$ cat src/rtl/sr_pattern_driver.sv
// Pattern replay engine that drives an SR flip-flop and checks Q/Q_n against a reference model.
// Optional build macro SR_ILLEGAL_CHK_EN: suppress and flag S=R=1 entries instead of driving them.
module sr_pattern_driver #(
    parameter  int DEPTH = 16,
    parameter  int CNT_W = 8,
    localparam int AW    = $clog2(DEPTH)
) (
    input  logic             clk_in,
    input  logic             rst_in,
    input  logic             wr_en_in,
    input  logic [AW-1:0]    wr_addr_in,
    input  logic [1:0]       wr_data_in,
    input  logic [AW:0]      len_in,
    input  logic             start_in,
    output logic             s_out,
    output logic             r_out,
    input  logic             q_in,
    input  logic             q_n_in,
    output logic             busy_out,
    output logic             done_out,
    output logic             pass_out,
    output logic [CNT_W-1:0] err_cnt_out,
    output logic             illegal_out
);

    typedef enum logic [1:0] {
        IDLE,
        DRIVE,
        CHECK,
        DONE
    } state_t;

    state_t     state;
    logic [1:0] pattern [DEPTH];
    logic [AW:0] len;
    logic [AW:0] idx;
    logic [AW:0] idx_inc;
    logic [AW:0] len_clamped;
    logic [1:0] cur;
    logic [1:0] first_entry;
    logic [1:0] next_entry;
    logic       model_q;
    logic       model_valid;
    logic       mismatch;
    logic [CNT_W-1:0] err_next;

    function automatic logic [1:0] drive_of(input logic [1:0] entry);
`ifdef SR_ILLEGAL_CHK_EN
        return (entry == 2'b11) ? 2'b00 : entry;
`else
        return entry;
`endif
    endfunction

    // A write landing on entry 0 in the start cycle is forwarded so step 0 sees it.
    always_comb begin
        first_entry = pattern[0];
        if (wr_en_in && (wr_addr_in == '0))
            first_entry = wr_data_in;
        idx_inc     = idx + 1'b1;
        next_entry  = pattern[idx_inc[AW-1:0]];
        len_clamped = (len_in > (AW+1)'(DEPTH)) ? (AW+1)'(DEPTH) : len_in;
        mismatch    = (q_in != model_q) || (q_n_in != ~model_q);
        err_next    = err_cnt_out;
        if (model_valid && mismatch && (err_cnt_out != '1))
            err_next = err_cnt_out + 1'b1;
    end

    always_ff @(posedge clk_in) begin
        if ((state == IDLE) && wr_en_in)
            pattern[wr_addr_in] <= wr_data_in;
    end

    always_ff @(posedge clk_in) begin
        if (rst_in) begin
            state       <= IDLE;
            s_out       <= 1'b0;
            r_out       <= 1'b0;
            busy_out    <= 1'b0;
            done_out    <= 1'b0;
            pass_out    <= 1'b0;
            err_cnt_out <= '0;
            model_q     <= 1'b0;
            model_valid <= 1'b0;
            idx         <= '0;
            len         <= '0;
            cur         <= '0;
`ifdef SR_ILLEGAL_CHK_EN
            illegal_out <= 1'b0;
`endif
        end else begin
            done_out <= 1'b0;
            case (state)
                IDLE: begin
                    if (start_in && (len_in != '0)) begin
                        len            <= len_clamped;
                        idx            <= '0;
                        err_cnt_out    <= '0;
                        cur            <= first_entry;
                        {s_out, r_out} <= drive_of(first_entry);
                        busy_out       <= 1'b1;
                        state          <= DRIVE;
`ifdef SR_ILLEGAL_CHK_EN
                        illegal_out    <= 1'b0;
`endif
                    end
                end
                DRIVE: begin
                    case (cur)
                        2'b10: begin
                            model_q     <= 1'b1;
                            model_valid <= 1'b1;
                        end
                        2'b01: begin
                            model_q     <= 1'b0;
                            model_valid <= 1'b1;
                        end
                        2'b11: begin
`ifdef SR_ILLEGAL_CHK_EN
                            illegal_out <= 1'b1;
`else
                            model_valid <= 1'b0;
`endif
                        end
                        default: ;
                    endcase
                    {s_out, r_out} <= 2'b00;
                    state          <= CHECK;
                end
                CHECK: begin
                    err_cnt_out <= err_next;
                    idx         <= idx_inc;
                    if (idx_inc == len) begin
                        busy_out <= 1'b0;
                        done_out <= 1'b1;
                        pass_out <= (err_next == '0);
                        state    <= DONE;
                    end else begin
                        cur            <= next_entry;
                        {s_out, r_out} <= drive_of(next_entry);
                        state          <= DRIVE;
                    end
                end
                DONE:    state <= IDLE;
                default: state <= IDLE;
            endcase
        end
    end

`ifndef SR_ILLEGAL_CHK_EN
    assign illegal_out = 1'b0;
`endif

endmodule
$ cat config.mk
export PLATFORM = sky130hd
export DESIGN_NAME = sr_pattern_driver
export DESIGN_NICKNAME = d
export VERILOG_FILES = /design/src/rtl/sr_pattern_driver.sv
export SDC_FILE = /design/constraint.sdc
export NUM_CORES = 1
export LEC_CHECK = 0
export ABC_AREA = 1
export BUFFER_PORTS_ARGS = -buffer_cell sky130_fd_sc_hd__buf_4
export CELL_PAD_IN_SITES_DETAIL_PLACEMENT = 1
export CELL_PAD_IN_SITES_GLOBAL_PLACEMENT = 2
export CORE_ASPECT_RATIO = 0.6
export CORE_UTILIZATION = 37
export DETAILED_ROUTE_END_ITERATION = 8
export PLACE_DENSITY = 0.89
export SYNTH_ARGS = -nofsm -noshare
export SYNTH_HDL_FRONTEND = slang
export SYNTH_SLANG_ARGS = --single-unit
$ cat constraint.sdc
create_clock -name clk_in -period 3 [get_ports clk_in]
set_input_delay 0.75 -clock clk_in [delete_from_list [all_inputs] [get_ports clk_in]]
set_output_delay 0.75 -clock clk_in [all_outputs]
set_load 0.1 [all_outputs]
==> results of run 1 <==
## flip-flops by register name, summed over array words and instances, names as in the netlist
name and cells:
pattern 32, err_cnt_out 8, idx 5, len 5, cur 2, state 2
busy_out 1, done_out 1, model_q 1, model_valid 1, pass_out 1, r_out 1
s_out 1
## critical path, stage by stage (launching register included)
cell and delay, ns:
dfxtp_1 0.36, ha_1 0.61, inv_2 0.18, nand2_1 0.09, nand2_1 0.05, nor2_1 0.16, nand3_2 0.12, nor2_4 0.16
nand3_4 0.12, nand2_1 0.19, nand2_1 0.08, nand2_1 0.06, nor2_1 0.04
## layout by cell type, fill, tap and decap left out, types with 2 or more instances in the layout
master	count
o21ai_0	25
buf_4	30
a21oi_1	25
clkbuf_16	9
inv_2	5
nor2_1	66
nand3_2	3
nand2_1	112
o211ai_1	2
ha_1	10
nand3_1	34
nor2_4	3
nor2_2	2
inv_1	44
a311oi_1	2
nand3b_1	2
nand4_1	4
or2_2	3
edfxtp_1	32
nand2_2	3
dfxtp_1	29
clkinv_2	4
## cells in the mapped netlist (2+ instances only)
cell type  instances  area share
a21oi_1           25       0.038
a311oi_1           2      0.0053
buf_2              5      0.0076
buf_4              4      0.0091
buf_6              2      0.0068
clkbuf_1           2      0.0023
dfxtp_1           29        0.18
edfxtp_1          32        0.29
ha_1              10       0.038
inv_1             44       0.050
inv_2              5      0.0057
nand2_1          112        0.13
nand2_2            3      0.0057
nand3_1           34       0.052
nand3_2            3      0.0091
nand3b_1           2      0.0046
nand4_1            4      0.0076
nor2_1            66       0.075
nor2_2             2      0.0038
nor2_4             3       0.010
o211ai_1           2      0.0046
o21ai_0           25       0.038
or2_2              3      0.0057
## cells by family (layout without fill, tap and decap cells)
| group | count (synthesis) | in the layout | synth area share |
|---|---|---|---|
| xor+xnor | 2 | 2 | 0.00532 |
| fa+ha+maj | 10 | 10 | 0.0380 |
| simple gates | 237 | 237 | 0.317 |
| compound gates | 56 | 56 | 0.0896 |
| flops | 61 | 61 | 0.468 |
| other cells | 1 | 1 | 0.00114 |
| buf+inv | 62 | 95 | 0.0816 |
## through the flow
stage,hold slack (ns),cells,util
floorplan,0.448,429,-
global placement,0.458,558,0.416
detailed placement,0.465,558,0.416
CTS,0.473,574,0.450
global route,0.502,574,0.450
finish,0.472,574,0.450
## layout make-up
class,count,area share
flip-flops and latches,61,0.399
repair buffers,30,0.0582
clock inverters,7,0.0171
clock buffers,9,0.0582
multi-input cells,306,0.384
well taps,112,0.0362
inverters,49,0.0476
## worst paths after layout
check / from / to / depth (start not counted)
setup / recovery: idx[1]$_SDFFE_PP0P_ / cur[0]$_SDFFE_PP0P_ / 12
hold / removal: pass_out$_SDFFE_PP0P_ / pass_out$_SDFFE_PP0P_ / 2
setup reg to reg: idx[1]$_SDFFE_PP0P_ / cur[0]$_SDFFE_PP0P_ / 12
hold reg to reg: pass_out$_SDFFE_PP0P_ / pass_out$_SDFFE_PP0P_ / 2
## per-layer routing
metal / up-vias / share of wire
li1: 1448 / -
met1: 1447 / 0.52
met2: 42 / 0.43
met3: 9 / 0.047
met4: 0 / 0.0091
met5: - / 0
## report_power, final
group	switching, W	leakage (nW)	internal, W	total (W)
registers	0.0000326	0.525	0.000923	0.000955
logic	0.000402	0.937	0.000153	0.000555
clock network	0.000379	0.145	0.000637	0.00102
total	0.000813	1.61	0.00171	0.00253
==> metrics list, run 1 <==
- In the final design database the tool counted ~480 nets.
- Counting flops with a built-in enable in the synthesized netlist gives 32.
- Peak supply drop: 396 uV
- Number of I/O pins: 31
- TritonCTS created 9 clock buffers.
* Number of hold-repair buffers added at the cts stage: 0
* Net Count, Synth: ~460
* Leakage component of the power: ~1.6 nW
- For this run the aggregate overflow at the end of global routing stands at 0.
- After the first detailed-routing iteration, the DRC count stood at around 210.
- Cells after synthesis: between 400 and 500
- At the placement stage, the worst setup path has a slack of about 0.55 ns.
* Rows: 26
* ANT nets after route: 0
- Maximum achievable frequency: 426 MHz
- The routed design could run at a clock period as short as 2.35 ns.
- The die is 75.1 um tall.
- GR Util met3: 0.0667
- Wirelength per Cell: about 16 um
- Kind of capture point of the worst setup path: register
* Proportion of synthesized chip area in sequential cells: 0.468
- Clock skew after layout: around 0.0060 ns
- Via count of the first global-routing pass: 2902
- Setup violations remaining at the end of the flow were counted as 0.
- Class of the most critical setup path: register to register
* Via total after detailed routing: 2946
- After synthesis the cells add up to between 0.003 and 0.004 sq mm.
* Filler instances: 1061
- After detailed routing, the total wire length is just over 9 mm.
* Met2 layer usage reported by global route: 0.333
- Kind of start point of the critical path: register
- Post-synthesis register bit count: 61
- PwrDens: between 600 and 700 mW/mm^2
* Worst endpoint required time: between 3 and 4 ns
- Summed over all nets, the half-perimeter wirelength after detailed placement is about 6.9 mm.
- TritonCTS clock tree: done
- Final routed DRC violation total: 0
- In this run, post-CTS repair resized a total of 0 instances.
* Outcome: completed
- Number of antenna violations at the first check in global routing: 0
- Met1 demand-to-capacity share in global routing: 0.316
- Dividing the detail-routed via count by the number of cells gives a little over 5.
* Reg area: between 0.0015 and 0.002 sq mm
* Area of the die: between 0.009 and 0.01 sq mm
- Fraction of layout instances using a drive strength above 1: 0.147
- Post-synth ARST share: 0
* Setup repair after global routing missed its margin: no
- Setup Buffers After CTS: 0
- Average footprint of a synthesized cell: 7.68 sq um
- At the pin with the least slew margin, the transition time is 0.811 ns.
- Initial cell density of the core: 0.384
* Clk_lat worst skew: between 0.3 and 0.4 ns
- Highest-utilization routing layer at the global route stage: met2
* Final Cycle Share: 0.783
- In this run the standard cell core region covers 0.00859 sq mm.
* Maximum number of pins on one net before global-route repair: 26
* First-pass iteration count of the detailed router: 4
- In this run the tightest slew margin relative to its limit is 0.457.
- Final cell area excluding filler cells: between 0.003 and 0.004 sq mm
* Clock-pin transition on the worst setup and hold timing paths: roughly 0.06 ns
* Global placer's final weighted congestion: approximately 0.8
- Synth-to-Final Area Change: 17.4%
* Hold Crit Class: register to register
- First-pass GRT wire length: 14.9 mm
- Standard cell area after detailed placement: 0.00358 sq mm
* Maximum capacitance violations: 0
- Number of warnings printed during yosys synthesis: 0
- Final worst-path setup slack: 0.651 ns
- From left edge to right edge, the die measures about 120 um.
- The H-tree generated during clock tree synthesis spans 3 levels.
- Synthesis instantiated 33 different standard cells from the library.
* Arrival time of data at the critical path endpoint: around 2.6 ns
* Most common flop cell mapped by yosys: edfxtp_1
- IO buf count: 29
- Clk sinks: between 60 and 70
- Largest driver fanout on the critical path: 13
- The final count of pins violating max slew is 0.
* Root buffer cell: clkbuf_16
- Combined area of the multi-input logic cells: between 0.001 and 0.0015 sq mm
- Number of diodes added for antenna fixing: 0
- Total power consumption of the routed design: about 0.0025 W
* Global router's overall resource usage: 0.224
* Number of hold-slack violations in the final timing report: 0
* Reg2reg setup slack: approximately 0.65 ns
- Maximum number of buffers from clock root to sink: 2
* Final-layout setup total negative slack: 0 ns
(Power assumes the default switching activity.)
==> run 2, diff against run 1 <==
--- a/config.mk
+++ b/config.mk
@@ -10,9 +10,9 @@
 export CELL_PAD_IN_SITES_DETAIL_PLACEMENT = 1
 export CELL_PAD_IN_SITES_GLOBAL_PLACEMENT = 2
 export CORE_ASPECT_RATIO = 0.6
-export CORE_UTILIZATION = 37
+export CORE_UTILIZATION = 31
 export DETAILED_ROUTE_END_ITERATION = 8
-export PLACE_DENSITY = 0.89
+export PLACE_DENSITY = 0.8
 export SYNTH_ARGS = -nofsm -noshare
 export SYNTH_HDL_FRONTEND = slang
 export SYNTH_SLANG_ARGS = --single-unit
==> constraint.sdc (replaced) <==
create_clock -name clk_in -period 2 [get_ports clk_in]
set_input_delay 0.5 -clock clk_in [delete_from_list [all_inputs] [get_ports clk_in]]
set_output_delay 0.5 -clock clk_in [all_outputs]
set_load 0.1 [all_outputs]
==> run 2 against run 1 <==
- maximum frequency is 29% higher
- sequential power grew 50%
- cell count is 4.9% higher
- non-clock buffer count up 5
- power rose by 51%
- critical path depth unchanged
- largest power group unchanged
==> metrics list, run 2 (same netlist as run 1, synthesis figures left out) <==
- The detailed-route wire length came to 8.91 mm (-4.7%).
- Clock skew after layout: 0.00671 ns (+0.000750 ns)
* Biggest regs: pattern: 32 flops, err_cnt_out: 8 flops
- The share of power burned in the clock network is 0.400 (-0.002).
* Final Cycle Share: 0.912 (+0.130)
- The final count of pins violating max slew was 0 (unchanged).
* Vias per Instance: 4.78 (-6.8%)
- The die extent in x was 135 um (+9.1%).
- The minimum hold slack was 0.442 ns (-0.0302 ns).
- The starting density of the core came to 0.327 (-0.0571).
- Outcome: completed
- The global routing usage summed across all routing layers is 0.179 (-0.0453).
* GR Util met3: 0.0537 (-0.0130)
- Leakage component of the power: 1.62 nW (+1.1%)
- Largest register by flop count: pattern
- Final std cells w/o fill: 602 (+4.9%)
- Wirelength per Cell: 14.8 um (-9.1%)
- First-pass GRT wire length: 14.9 mm (-0.14%)
* Number of levels the H-tree was split into: 3 (unchanged)
- The multi-input combinational cell area came to 0.00149 sq mm (+0.17%).
- Switching share of power: 0.318 (-0.00414)
* Kind of start point of the critical path: register
- Area of the die: 0.0111 sq mm (+19%)
- Fraction of layout instances using a drive strength above 1: 0.176 (+0.0284)
- The flip-flop count of the largest register, all copies and words added is 32 (unchanged).
- Clk_lat worst skew: 0.33 ns (about the same)
- Clock-pin transition on the worst setup and hold timing paths: 0.05 ns (about the same)
- Setup repair after global routing missed its margin: no
- The weighted congestion reported at the end of routability-driven placement was 0.801 (+0.41%).
- Via count of the first global-routing pass: 2919 (+0.59%)
* Most common cell after layout, fill and taps aside: nand2_1
- PwrDens: 961 mW/mm^2 (+47%)
- Setup Slack @ Placement: 0.0694 ns (-0.476 ns)
- The die height was 81.9 um (+9.0%).
* Reg area: 0.00155 sq mm (+0.73%)
* Final worst path period need: 1.82 ns (-0.524 ns)
* Number of hold-slack violations in the final timing report: 0 (unchanged)
- Via total after detailed routing: 2880 (-2.2%)
- Final worst-path setup slack: 0.175 ns (-0.476 ns)
- The global routing met2 resource utilization came to 0.271 (-0.0614).
* Util after Layout: 0.392 (-0.0583)
* Number of diodes added for antenna fixing: 0 (unchanged)
- Filler instances: 1219 (+15%)
* Sequential cell fraction of total power: 0.376 (-0.002)
* Number of violations reported at the end of detailed-routing iteration 0: 130 (-39%)
- Rows: 28 (+7.7%)
- The total clock sinks is 61 (unchanged).
* Number of placed cells counting well taps: 586 (+5.0%)
- The summed negative setup slack over all endpoints was 0 ns (unchanged).
* Highest-count cells in the layout ignoring fill and taps: 112 x nand2_1, 66 x nor2_1, 43 x inv_1
- Maximum number of buffers from clock root to sink: 2 (unchanged)
- The DRC violation count after routing is 0 (unchanged).
* Number of antenna violations at the first check in global routing: 0 (unchanged)
* # nets final: 489 (+1.0%)
* Largest driver fanout on the critical path: 6 (-7)
- The area of the core is 0.0101 sq mm (+17%).
- Maximum number of pins on one net before global-route repair: 25 (-3.8%)
* Kind of capture point of the worst setup path: register
- The share of total power in combinational logic was 0.224 (+0.004).
- The critical path is of the register to register type.
- The global routing stage identified its most utilized layer as met2.
* Setup Viol. Count Final: 0 (unchanged)
- Hold Crit Class: input port to register
- The global-route met1 utilization was 0.253 (-0.0634).
* Hpwl dp: 6.85 mm (-1.1%)
- The internal power consumption is 0.00259 W (+51%).
* Synth-to-Final Area Change: 20.0%
- The worst ir drop on vdd came to 545 uV (+38%).
* Total net switching power: 0.00121 W (+49%)
- The CTS buffer count was 9 (unchanged).
- Worst endpoint required time: 2.22 ns (-1.01 ns)
- The number of top-level design ports was 31 (unchanged).
- TritonCTS built the clock tree.
* Global route total overflow: 0 (unchanged)
- The number of violations of the max-capacitance limit came to 0 (unchanged).
- The highest clock rate was 548 MHz (+29%).
- The data arrival at the endpoint of the critical path is 2.05 ns (-0.53 ns).
- ANT nets after route: 0 (unchanged)
- First-pass iteration count of the detailed router: 4 (unchanged)
- IO buf count: 29 (unchanged)
- Clock tree synthesis selected as its root buffer the cell clkbuf_16.
==> run 2: worst paths after layout <==
kind	slack [ns]	cells past startpoint	start	endpoint
max	0.18	12	idx[1]$_SDFFE_PP0P_	cur[1]$_SDFFE_PP0P_
min	0.44	3	len_in[1]	len[1]$_SDFFE_PP0P_
max reg2reg	0.18	12	idx[1]$_SDFFE_PP0P_	cur[1]$_SDFFE_PP0P_
min reg2reg	0.48	2	len[3]$_SDFFE_PP0P_	len[3]$_SDFFE_PP0P_
==> run 2: timing repair <==
item                                    in CTS  in global routing
hold buffers                                 0                  0
endpoints found under the setup margin       0                  5
resized for setup                            0                  5
setup buffers                                0                  0
==> run 2: through the flow <==
| step | power (W) | area, sq um |
|---|---|---|
| 2_1_floorplan | 0.00206 | 3310 |
| 3_3_place_gp | 0.00228 | 3650 |
| 3_5_place_dp | 0.00230 | 3650 |
| 4_1_cts | 0.00384 | 3940 |
| 5_1_grt | 0.00401 | 3960 |
| 6_report | 0.00380 | 3960 |
==> run 2: metal layers <==
layer | share of wire | vias up
met1 | 0.52 | 1373
met4 | 0.0040 | 0
met3 | 0.047 | 6
li1 | - | 1455
met2 | 0.43 | 46
met5 | 0 | -
==> run 2: area by class of cell <==
class / instances / area share
inverter: 49 / 0.0465
clock inverter: 7 / 0.0168
timing repair buffer: 35 / 0.0683
clock buffer: 9 / 0.0569
sequential: 61 / 0.393
tap: 135 / 0.0427
multi-input combinational: 306 / 0.376
==> run 2: power by group through the flow <==
stage	registers, W	clock network [W]	logic [W]
after floorplan	0.00156	0	0.000499
after global placement	0.00145	0	0.000826
after detailed placement	0.00146	0	0.000848
after CTS	0.00143	0.00156	0.000853
after global routing	0.00144	0.00162	0.000951
final	0.00143	0.00152	0.000850
==> run 2: critical path: stages (launching register included) <==
cell and delay, ns:
dfxtp_2 0.34, ha_2 0.38, inv_2 0.05, nand2_1 0.05, nand2_1 0.05, nor2_1 0.12
nand3_2 0.10, nor2_4 0.16, nand3_4 0.12, nand2_1 0.18, nand2_1 0.07, nand2_1 0.06
nor2_1 0.05
==> run 3, diff against run 2 <==
--- a/config.mk
+++ b/config.mk
@@ -6,12 +6,13 @@
 export NUM_CORES = 1
 export LEC_CHECK = 0
 export ABC_AREA = 1
-export BUFFER_PORTS_ARGS = -buffer_cell sky130_fd_sc_hd__buf_4
+export BUFFER_PORTS_ARGS = -buffer_cell sky130_fd_sc_hd__buf_2
 export CELL_PAD_IN_SITES_DETAIL_PLACEMENT = 1
 export CELL_PAD_IN_SITES_GLOBAL_PLACEMENT = 2
 export CORE_ASPECT_RATIO = 0.6
 export CORE_UTILIZATION = 31
 export DETAILED_ROUTE_END_ITERATION = 8
+export GPL_ROUTABILITY_DRIVEN = 0
 export PLACE_DENSITY = 0.8
 export SYNTH_ARGS = -nofsm -noshare
 export SYNTH_HDL_FRONTEND = slang
==> run 3 against run 2 <==
- hold slack worse by 0.017 ns
- highest routed layer unchanged
- maximum frequency is 0.15% higher
- critical endpoint is now cur[0]$_SDFFE_PP0P_
- critical path type unchanged
- final area down 1.6%
- first-iteration DRC count rose by 31%
- via count fell by 0.21%
- register-to-register slack hardly changed
==> metrics list, run 3 (same netlist as run 1, synthesis figures left out) <==
- The run finished with clean final reports.
- Number of violations reported at the end of detailed-routing iteration 0: 170 (+31%)
- Via total after detailed routing: 2874 (-0.21%)
- Worst-case hold slack: 0.425 ns (-0.0167 ns)
- The summed negative setup slack over all endpoints is 0 ns (unchanged).
- Wirelength per Cell: 15.0 um (+1.5%)
- Number of placed cells counting well taps: 590 (+0.68%)
- Class of the most critical setup path: register to register
- For this design, the slowest cell found on the critical path is dfxtp_1.
* Arrival time of data at the critical path endpoint: 2.05 ns (about the same)
* First-pass GRT wire length: 14.6 mm (-1.5%)
- The number of global-route vias before repair came to 2874 (-1.5%).
* Final worst path period need: 1.82 ns (-0.00268 ns)
* Number of I/O pins: 31 (unchanged)
* Standard cell area after detailed placement: 0.00361 sq mm (-1.2%)
- The clock tree skew after final layout is 0.00303 ns (-0.00368 ns).
- The power per cell area came to 931 mW/mm^2 (-3.2%).
- Highest-count cells in the layout ignoring fill and taps: 110 x nand2_1, 66 x nor2_1, 43 x inv_1
* Final routed DRC violation total: 0 (unchanged)
- The pin count of the biggest net entering global routing was 20 (-20%).
* Area of the core: 0.0101 sq mm (unchanged)
- Die height: 81.9 um (unchanged)
- IO buf count: 29 (unchanged)
* Clock-pin transition on the worst setup and hold timing paths: 0.05 ns (about the same)
- Worst endpoint required time: 2.22 ns (about the same)
- Number of diodes added for antenna fixing: 0 (unchanged)
- Number of antenna violations at the first check in global routing: 0 (unchanged)
- Hpwl dp: 6.97 mm (+1.7%)
* Number of flip-flops in the largest register: 32 (unchanged)
* Final cell area excluding filler cells: 0.00389 sq mm (-1.6%)
- Reg area: 0.00155 sq mm (unchanged)
* First-pass iteration count of the detailed router: 4 (unchanged)
- Maximum achievable frequency: 549 MHz (+0.15%)
- The total of fill cells in the finished design is 1269 (+4.1%).
- Final Max Tran Viols: 0 (unchanged)
* Area of the die: 0.0111 sq mm (unchanged)
* Global route total overflow: 0 (unchanged)
- The number of H-tree branching levels was 3 (unchanged).
- The global routing usage summed across all routing layers was 0.179 (about the same).
- pattern holds more flip-flops than any other register.
- Combined area of the multi-input logic cells: 0.00151 sq mm (+1.3%)
- Final std cells w/o fill: 606 (+0.66%)
- Clk sinks: 61 (unchanged)
* # nets final: 493 (+0.82%)
- The library cell used most frequently in the layout, excluding fill and tap cells, is nand2_1.
- The signal on the critical path passes through buf_6 > inv_2 > buf_4 > o21ai_0 > nand3_1 > nand3_1 > nand2_1 > nand2_1 > o21ai_0 > nor2_1 > nor2_1.
- TritonCTS clock tree: done
- Leakage component of the power: 1.62 nW (-0.50%)
- Maximum capacitance violations: 0 (unchanged)
- Delay of the slowest critical-path stage: 0.39 ns (about the same)
- The per-cell via count in the routed design is 4.74 (-0.87%).
- Number of hold-repair buffers added at the cts stage: 0 (unchanged)
- The worst-skew pair later-pin latency was 0.33 ns (about the same).
* ANT nets after route: 0 (unchanged)
- Rows: 28 (unchanged)
- Die Span X: 135 um (unchanged)
- Hold Crit Class: input port to register
* Setup Viol. Count Final: 0 (unchanged)
* CTS Buf Count: 9 (unchanged)
- Sum of routed wire length over all layers: 9.11 mm (+2.2%)
- Compared with the post-synthesis result, the final layout area differs by 18.1%.
- The proportion of layout cells with a drive suffix above 1 came to 0.180 (+0.00488).
* Initial cell density of the core: 0.327 (unchanged)
- Largest driver fanout on the critical path: 16 (+10)
* Kind of start point of the critical path: register
- STA classifies the critical path endpoint as a register.
- The post-route clock period utilization was 0.911 (-0.00134).
- The worst ir drop on vdd came to 481 uV (-12%).
* Maximum number of buffers from clock root to sink: 2 (unchanged)
- Biggest regs: pattern: 32 flops, err_cnt_out: 8 flops
- Setup repair after global routing missed its margin: no
- The final hold violation count came to 0 (unchanged).
- Root buffer cell: clkbuf_16
==> run 3: changes by cell type in the layout (fill, tap and decap cells not counted), moves of 2 or more <==
cell / before / now
buf_2: 0 / 29
buf_4: 33 / 8
clkbuf_1: 0 / 4
clkinvlp_4: 2 / 0
nand2_1: 112 / 110
nand2_2: 3 / 5
==> run 3: worst max-delay path, delay by kind of cell (launching register included) <==
family                 cells  cell delay, ns
and+or+nand+nor            6            0.57
buffers and inverters      3            0.51
DFF                        1            0.39
AOI/OAI and AO/OA          2            0.25
==> run 3: report_power, final <==
part / switching (W) / internal [W] / total (W)
Combinational: 0.000603 / 0.000249 / 0.000852
Clock: 0.000513 / 0.000827 / 0.00134
Sequential: 0.0000464 / 0.00139 / 0.00143
Total: 0.00116 / 0.00246 / 0.00362
==> run 3: area by class of cell <==
class,count,share of cell area
clock buffer,13,0.0617
multi-input combinational,306,0.387
inverter,49,0.0472
timing repair buffer,39,0.0585
sequential,61,0.399
clock inverter,3,0.00321
tap,135,0.0434
==> run 3: worst paths after layout <==
check                         from               endpoint  slack (ns)  cells after the start
max            idx[0]$_SDFFE_PP0P_    cur[0]$_SDFFE_PP0P_        0.18                     11
min                         rst_in  pass_out$_SDFFE_PP0P_        0.43                      2
max reg2reg    idx[0]$_SDFFE_PP0P_    cur[0]$_SDFFE_PP0P_        0.18                     11
min reg2reg  pass_out$_SDFFE_PP0P_  pass_out$_SDFFE_PP0P_        0.48                      2
==> run 3: metal layers <==
| layer | wire [um] | track usage | vias up |
|---|---|---|---|
| li1 | - | - | 1464 |
| met1 | 4730 | 0.240 | 1366 |
| met2 | 3960 | 0.283 | 39 |
| met3 | 355 | 0.0469 | 5 |
| met4 | 58 | 0.0562 | 0 |
| met5 | 0 | 0 | - |
==> run 3: timing repair <==
item	in CTS	in global routing
hold endpoints to repair	0	0
buffers inserted	0	0
gates resized for setup	0	9
endpoints found under the setup margin	0	5
==> run 3: stage by stage <==
step,power [W],util,worst slack (ns)
after floorplan,0.00206,-,0.107
after global placement,0.00226,0.358,0.154
after detailed placement,0.00229,0.358,0.0169
after CTS,0.00365,0.383,0.00661
after global routing,0.00381,0.386,0.00487
final,0.00362,0.386,0.178
